--- src/rtl/sap_pkg.sv ---
// SAP-1 controller-sequencer shared definitions: opcodes, control-bit
// positions, microword constants and the one-hot ring state encoding.
package sap_pkg;

  localparam int OPCODE_W = 4;
  localparam int T_STATES = 6;
  localparam int CW_W     = 12;

  typedef logic [OPCODE_W-1:0] opcode_t;
  typedef logic [CW_W-1:0]     cw_t;

  localparam opcode_t OP_LDA = 4'b0000;
  localparam opcode_t OP_ADD = 4'b0001;
  localparam opcode_t OP_SUB = 4'b0010;
  localparam opcode_t OP_OUT = 4'b1110;
  localparam opcode_t OP_HLT = 4'b1111;

  // Control word bit positions, MSB first: {Cp,Ep,Lm_n,CE_n,Li_n,Ei_n,La_n,Ea,Su,Eu,Lb_n,Lo_n}
  localparam int CW_CP   = 11;
  localparam int CW_EP   = 10;
  localparam int CW_LM_N = 9;
  localparam int CW_CE_N = 8;
  localparam int CW_LI_N = 7;
  localparam int CW_EI_N = 6;
  localparam int CW_LA_N = 5;
  localparam int CW_EA   = 4;
  localparam int CW_SU   = 3;
  localparam int CW_EU   = 2;
  localparam int CW_LB_N = 1;
  localparam int CW_LO_N = 0;

  // All active-low enables deasserted, all active-high enables low.
  localparam cw_t CW_INACTIVE = 12'h3E3;

  // Fetch cycle, common to every instruction.
  localparam cw_t CW_T1 = 12'h5E3;  // Ep, Lm_n: PC -> MAR
  localparam cw_t CW_T2 = 12'hBE3;  // Cp: increment PC
  localparam cw_t CW_T3 = 12'h263;  // CE_n, Li_n: RAM -> IR

  // Execute microwords.
  localparam cw_t CW_MEM_T4 = 12'h1A3;  // Lm_n, Ei_n: IR operand -> MAR (LDA/ADD/SUB)
  localparam cw_t CW_LDA_T5 = 12'h2C3;  // CE_n, La_n: RAM -> A
  localparam cw_t CW_LDA_T6 = 12'h3E3;
  localparam cw_t CW_ALU_T5 = 12'h2E1;  // CE_n, Lb_n: RAM -> B
  localparam cw_t CW_ADD_T6 = 12'h3C7;  // La_n, Eu: A+B -> A
  localparam cw_t CW_SUB_T6 = 12'h3CF;  // La_n, Eu, Su: A-B -> A
  localparam cw_t CW_OUT_T4 = 12'h3F2;  // Ea, Lo_n: A -> OUT

  // One-hot ring; all-zero only after HLT.
  typedef enum logic [T_STATES-1:0] {
    T_HALT = 6'b000000,
    T1     = 6'b000001,
    T2     = 6'b000010,
    T3     = 6'b000100,
    T4     = 6'b001000,
    T5     = 6'b010000,
    T6     = 6'b100000
  } ring_t;

  // Last T-state that does useful work for an opcode; undefined opcodes end
  // with the fetch. HLT never reaches its wrap point because it halts at T4.
  function automatic ring_t last_step(opcode_t op);
    case (op)
      OP_LDA:         return T5;
      OP_ADD, OP_SUB: return T6;
      OP_OUT:         return T4;
      OP_HLT:         return T6;
      default:        return T3;
    endcase
  endfunction

endpackage

--- src/rtl/sap_ring_counter.sv ---
// SAP-1 one-hot T-state ring. Advances on the falling clock edge so the
// decoded control word is stable before the rising-edge register loads.
// halt_req parks the ring at all-zero until reset; wrap_req returns to T1
// early (variable-length microcode).
module sap_ring_counter
  import sap_pkg::*;
(
  input  logic  clk,
  input  logic  reset,
  input  logic  step_en,
  input  logic  halt_req,
  input  logic  wrap_req,
  output ring_t state,
  output logic  halted
);

  // Ring advance / halt on falling edge; reset aborts any instruction in flight.
  always_ff @(negedge clk or posedge reset) begin
    if (reset) begin
      state  <= T1;
      halted <= 1'b0;
    end else if (!halted && step_en) begin
      if (halt_req) begin
        state  <= T_HALT;
        halted <= 1'b1;
      end else if (wrap_req) begin
        state <= T1;
      end else begin
        case (state)
          T1:      state <= T2;
          T2:      state <= T3;
          T3:      state <= T4;
          T4:      state <= T5;
          T5:      state <= T6;
          T6:      state <= T1;
          default: state <= T1;
        endcase
      end
    end
  end

endmodule

--- src/rtl/sap_controller_sequencer.sv ---
// SAP-1 controller-sequencer top: microcode decode and halt detection around
// the one-hot ring counter. Build option SAP_SEQ_VARIABLE_MC_EN shortens each
// instruction to its last active microstep; without it every instruction
// takes six T-states. T_STATES is fixed at 6.
module sap_controller_sequencer
  import sap_pkg::*;
#(
  parameter int OPCODE_W = sap_pkg::OPCODE_W,
  parameter int T_STATES = sap_pkg::T_STATES,
  parameter int CW_W     = sap_pkg::CW_W
) (
  input  logic                clk,
  input  logic                reset,
  input  logic                step_en,
  input  logic [OPCODE_W-1:0] instr_opcode,
  output logic [CW_W-1:0]     control_word,
  output logic [T_STATES-1:0] t_state,
  output logic                halted
);

  ring_t ring;
  logic  halt_req;
  logic  wrap_req;

  sap_ring_counter u_ring (
    .clk      (clk),
    .reset    (reset),
    .step_en  (step_en),
    .halt_req (halt_req),
    .wrap_req (wrap_req),
    .state    (ring),
    .halted   (halted)
  );

  assign t_state = ring;

`ifdef SAP_SEQ_VARIABLE_MC_EN
  opcode_t op_latched;

  // Capture the opcode on the rising edge that loads IR during T3; the wrap
  // decision for the rest of the instruction is made from this copy.
  always_ff @(posedge clk or posedge reset) begin
    if (reset) begin
      op_latched <= OP_LDA;
    end else if (ring == T3) begin
      op_latched <= instr_opcode;
    end
  end

  assign wrap_req = (ring == last_step(op_latched));
`else
  assign wrap_req = 1'b0;
`endif

  // Microcode decode: word follows the live opcode during T4..T6; HLT at T4
  // requests the halt that the ring applies on the next stepping edge.
  always_comb begin
    control_word = CW_INACTIVE;
    halt_req     = 1'b0;
    case (ring)
      T1: control_word = CW_T1;
      T2: control_word = CW_T2;
      T3: control_word = CW_T3;
      T4: begin
        case (instr_opcode)
          OP_LDA, OP_ADD, OP_SUB: control_word = CW_MEM_T4;
          OP_OUT:                 control_word = CW_OUT_T4;
          OP_HLT:                 halt_req     = 1'b1;
          default:                control_word = CW_INACTIVE;
        endcase
      end
      T5: begin
        case (instr_opcode)
          OP_LDA:         control_word = CW_LDA_T5;
          OP_ADD, OP_SUB: control_word = CW_ALU_T5;
          default:        control_word = CW_INACTIVE;
        endcase
      end
      T6: begin
        case (instr_opcode)
          OP_LDA:  control_word = CW_LDA_T6;
          OP_ADD:  control_word = CW_ADD_T6;
          OP_SUB:  control_word = CW_SUB_T6;
          default: control_word = CW_INACTIVE;
        endcase
      end
      default: control_word = CW_INACTIVE;
    endcase
  end

endmodule

--- config.mk ---
export PLATFORM = sky130hd
export DESIGN_NAME = sap_controller_sequencer
export DESIGN_NICKNAME = d
export VERILOG_FILES = /design/src/rtl/sap_pkg.sv /design/src/rtl/sap_ring_counter.sv /design/src/rtl/sap_controller_sequencer.sv
export SDC_FILE = /design/constraint.sdc
export NUM_CORES = 1
export LEC_CHECK = 0
export ABC_AREA = 0
export CAP_MARGIN = 20
export CORE_MARGIN = 4
export CORE_UTILIZATION = 37
export CTS_CLUSTER_SIZE = 40
export DETAILED_ROUTE_END_ITERATION = 8
export GPL_TIMING_DRIVEN = 0
export PLACE_DENSITY_LB_ADDON = 0.08
export SETUP_SLACK_MARGIN = 0.02
export SLEW_MARGIN = 20
export SYNTH_ARGS = -nofsm -noshare
export SYNTH_HDL_FRONTEND = slang
export SYNTH_HIERARCHICAL = 1
export SYNTH_SLANG_ARGS = --single-unit
--- constraint.sdc ---
create_clock -name clk -period 1.6 [get_ports clk]
set_input_delay 0.24 -clock clk [delete_from_list [all_inputs] [get_ports clk]]
set_output_delay 0.24 -clock clk [all_outputs]
set_load 0.005 [all_outputs]
# Yosys cells after proc, flatten, opt, wreduce, memory -nomap -nowiden
# Index checks and enable logic that the tools add are counted.
word_totals:
  register_bits: 7
  in_bits: 7
  out_inout_bits: 19
classes:
  n_eq_ne: 10
  n_mux: 8
  n_reduce_logical: 6
ops:
  columns: ["operator", "n"]
  rows:
  - ["12-bit one-hot mux with 6 select lines", 1]
  - ["6-bit one-hot mux with 5 select lines", 1]
  - ["10-bit one-hot mux with 2 select lines", 1]
  - ["9-bit one-hot mux with 2 select lines", 1]
  - ["6-bit one-hot mux with 2 select lines", 1]
  - ["4-bit equality test (second input constant)", 2]
  - ["6-bit by 1-bit equality test with 1-bit output (second input constant)", 1]
  - ["6-bit by 2-bit equality test with 1-bit output (second input constant)", 1]
  - ["6-bit by 3-bit equality test with 1-bit output (second input constant)", 1]
  - ["6-bit by 4-bit equality test with 1-bit output (second input constant)", 1]
  - ["6-bit by 5-bit equality test with 1-bit output (second input constant)", 1]
  - ["6-bit equality test (second input constant)", 1]
  - ["6-bit two-way mux", 1]
  - ["4-bit by 1-bit equality test with 1-bit output (second input constant)", 1]
  - ["4-bit by 2-bit equality test with 1-bit output (second input constant)", 1]
  - ["4-bit zero test", 1]
  - ["3-bit OR reduction", 1]
  - ["1-bit two-way mux", 2]
  - ["2-bit AND reduction", 1]
  - ["2-bit OR reduction", 1]
  - ["1-bit logical AND", 1]
  - ["1-bit zero test", 1]

# Depth between registers and ports, before layout
depth:
  depth_word: 4
  ltp_mapped: 7

# By module
# Netlist, hierarchy kept.
modules_own_cells:
  columns: ["module", "n_inst", "cells_per_inst", "area_per_inst_um2"]
  rows:
  - ["sap_ring_counter", 1, 40, 414.1]
  - ["sap_controller_sequencer", 1, 35, 225.2]

==> impl_metrics.json <==
{
  "end_kind": "output pin",
  "cts-root-buf": "clkbuf_4",
  "layout-drive-gt1-share_pct": 68.5,
  "critPathMaxFanout": 5,
  "antenna_found_initial": 0,
  "syn_avg_cell_area_sq_um": 8.52,
  "synth_compound_area_share_pct": 19.0,
  "grt_util_all_layers_pct": 26.1,
  "setup_viol": 26,
  "grt_max_degree": 10,
  "synth_ff_type": "dfrtn_1",
  "synth_top_family_by_area": "simple AND/OR/NAND/NOR gates",
  "num_antenna_cells": 0,
  "finish.utilization_pct": 92.5,
  "first_global_vias": 941,
  "first_pass_iters": 4,
  "clkLatencyLatePin_ps": 330,
  "cp-start-kind": "flop",
  "drc_errors": 0,
  "start_util_pct": 40.6,
  "cellPowerDensity_nw_per_um2": 538,
  "report.final.slew_viol_count": 0,
  "vdd_drop_max_uv": 611,
  "die_x_microns": 49.6,
  "synthSimpleGateAreaFrac_pct": 46.2,
  "finalNetCount": 157,
  "gp_congestion": 0.780,
  "tns_ps": -17700,
  "clk_pin_slew_ps": 50,
  "core_area_sq_um": 1580,
  "die_h_microns": 49.6,
  "synth-edff-count": 0,
  "rows": 14,
  "fillers": 63,
  "vias": 1038,
  "routed_via_density": 6.29,
  "ys_seq_area_share_pct": 27.6,
  "hold_slack_ps": 615,
  "cts_tree": "done",
  "synth_cell_types": 38,
  "htree_num_levels": 1,
  "hold_viol_final": 0,
  "outcome": "complete, but fails checks",
  "setup_ws_ps": -1110,
  "cts_made_buffers": 3,
  "fin_area_sq_um": 1460,
  "synth_xor_area_share_pct": 1.37,
  "hpwlAfterDp_microns": 1240,
  "grt_overflow": 0,
  "wl_per_cell_microns": 22.8,
  "port_buffers": 25,
  "syn_inst": 75,
  "leakagePower_nw": 0.662,
  "synth_top_cell_area_share_pct": 23.5,
  "post-place-ws_ps": -1240,
  "clockBufferDepth": 2,
  "synthTopCellsByArea": "dfrtn_1 23%, nor4b_1 6.8%, dfstp_2 4.1%",
  "arrival_ps": 2470,
  "synth-seq-cells": 7,
  "area_growth_pct": 128,
  "violations": "setup timing",
  "hp-class": "reg2reg",
  "ys_top_cells_by_count": "6 x dfrtn_1, 6 x nand2_1, 6 x nor2_1, 5 x nor4b_1",
  "first_iter_violations": 52,
  "grt_pass1_wl_microns": 4860,
  "synthArstFlopShare_pct": 100,
  "synthMuxAreaShare_pct": 1.57,
  "fp.dieArea_sq_um": 2460,
  "routed_wl_microns": 3760,
  "ios": 26,
  "critPathRequiredTime_ps": 1360,
  "cap_violations": 0,
  "synth_area_sq_um": 639,
  "postPlaceCellArea_sq_um": 920,
  "synth_adder_area_share_pct": 0,
  "rsz0062_at_grt": "yes",
  "path_class": "reg2out",
  "yosysTopAreaCell": "dfrtn_1",
  "skew_ps": 66.4,
  "synth_warnings": 6,
  "cts_sinks": 7,
  "final_antenna_net_count": 0
}
layout by cell type (no fill, tap or decap), types with 2 or more instances in the layout:
master	synthesis	final
buf_4	0	25
buf_6	1	23
buf_2	1	14
dfrtn_1	6	6
nor2_1	6	5
nand2_1	6	4
o21ai_2	2	4
nand2b_1	4	3
nor4b_2	1	3
nand3_1	4	3
nor4b_4	0	3
clkbuf_4	0	3
buf_12	0	3
nor3_2	0	2
nor3_4	1	2
a21oi_2	0	2
or3_4	2	2
nand2_2	0	2
clkdlybuf4s15_2	0	2
buf_8	0	2
conb_1	1	2
inv_1	2	2
o21ai_0	4	2
registers in the layout, summed over array words and instances (netlist names):
register / count
u_ring/state: 6
u_ring/halted: 1
worst max-delay path: stages (launching register included):
cell,delay [ps]
dfrtn_1,410
buf_4,180
nor3_2,260
nand4b_1,220
nor2_1,180
buf_2,160
path summary, 6_finish.rpt:
check | from | end | slack (ps) | cells after the start
max | u_ring/state[1]$_DFFE_NP0P_ | control_word[3] | -1110 | 5
min | u_ring/halted$_DFFE_NP0P_ | u_ring/halted$_DFFE_NP0P_ | 620 | 3
max reg2reg | u_ring/state[0]$_DFFE_NP1P_ | u_ring/state[2]$_DFFE_NP0P_ | -440 | 8
min reg2reg | u_ring/halted$_DFFE_NP0P_ | u_ring/halted$_DFFE_NP0P_ | 620 | 3
max in group asynchronous | reset | u_ring/state[0]$_DFFE_NP1P_ | 390 | 2
min in group asynchronous | reset | u_ring/halted$_DFFE_NP0P_ | 890 | 2
repair_timing:
item	4_1_cts	5_1_grt
setup buffers	35	15
pin swaps	21	10
hold buffers	0	0
setup endpoints to repair	26	26
gates resized for setup	134	14
metrics by stage:
| step | cells | power (W) |
|---|---|---|
| detailed placement | 117 | 0.000438 |
| finish | 165 | 0.000785 |
| global placement | 117 | 0.000434 |
| global route | 165 | 0.000810 |
| floorplan | 76 | 0.000337 |
| CTS | 156 | 0.000714 |
layer usage:
| layer | up-vias | wire length (microns) | GRT usage, % | part of all wire (%) |
|---|---|---|---|---|
| met5 | - | 0 | 0 | 0 |
| met4 | 0 | 242 | 13.8 | 6.4 |
| met3 | 22 | 333 | 4.52 | 8.9 |
| met2 | 84 | 1750 | 47.4 | 47 |
| met1 | 501 | 1430 | 28.6 | 38 |
| li1 | 431 | - | - | - |
report_power, final:
group / internal (W) / switching (W)
sequential: 0.000193 / 0.0000271
clock: 0.0000992 / 0.0000841
combinational: 0.000203 / 0.000178
kinds of logic after synthesis:
kind of cell | Yosys count
compound gates | 17
other cells | 1
simple gates | 44
buf+inv | 4
xor+xnor | 1
mux | 1
flops | 7
layout make-up:
cell class              count  area, sq um  share of cell area [%]
clock inverters             1         3.75                   0.258
multi-input cells          65          579                    39.7
inverters                   1         3.75                   0.258
flip-flops and latches      7          176                    12.1
well taps                  16         20.0                    1.37
clock buffers               4         26.3                    1.80
repair buffers             69          632                    43.3
plain buffers               2         16.3                    1.12
Note: power is estimated with default switching activity, not from simulation.
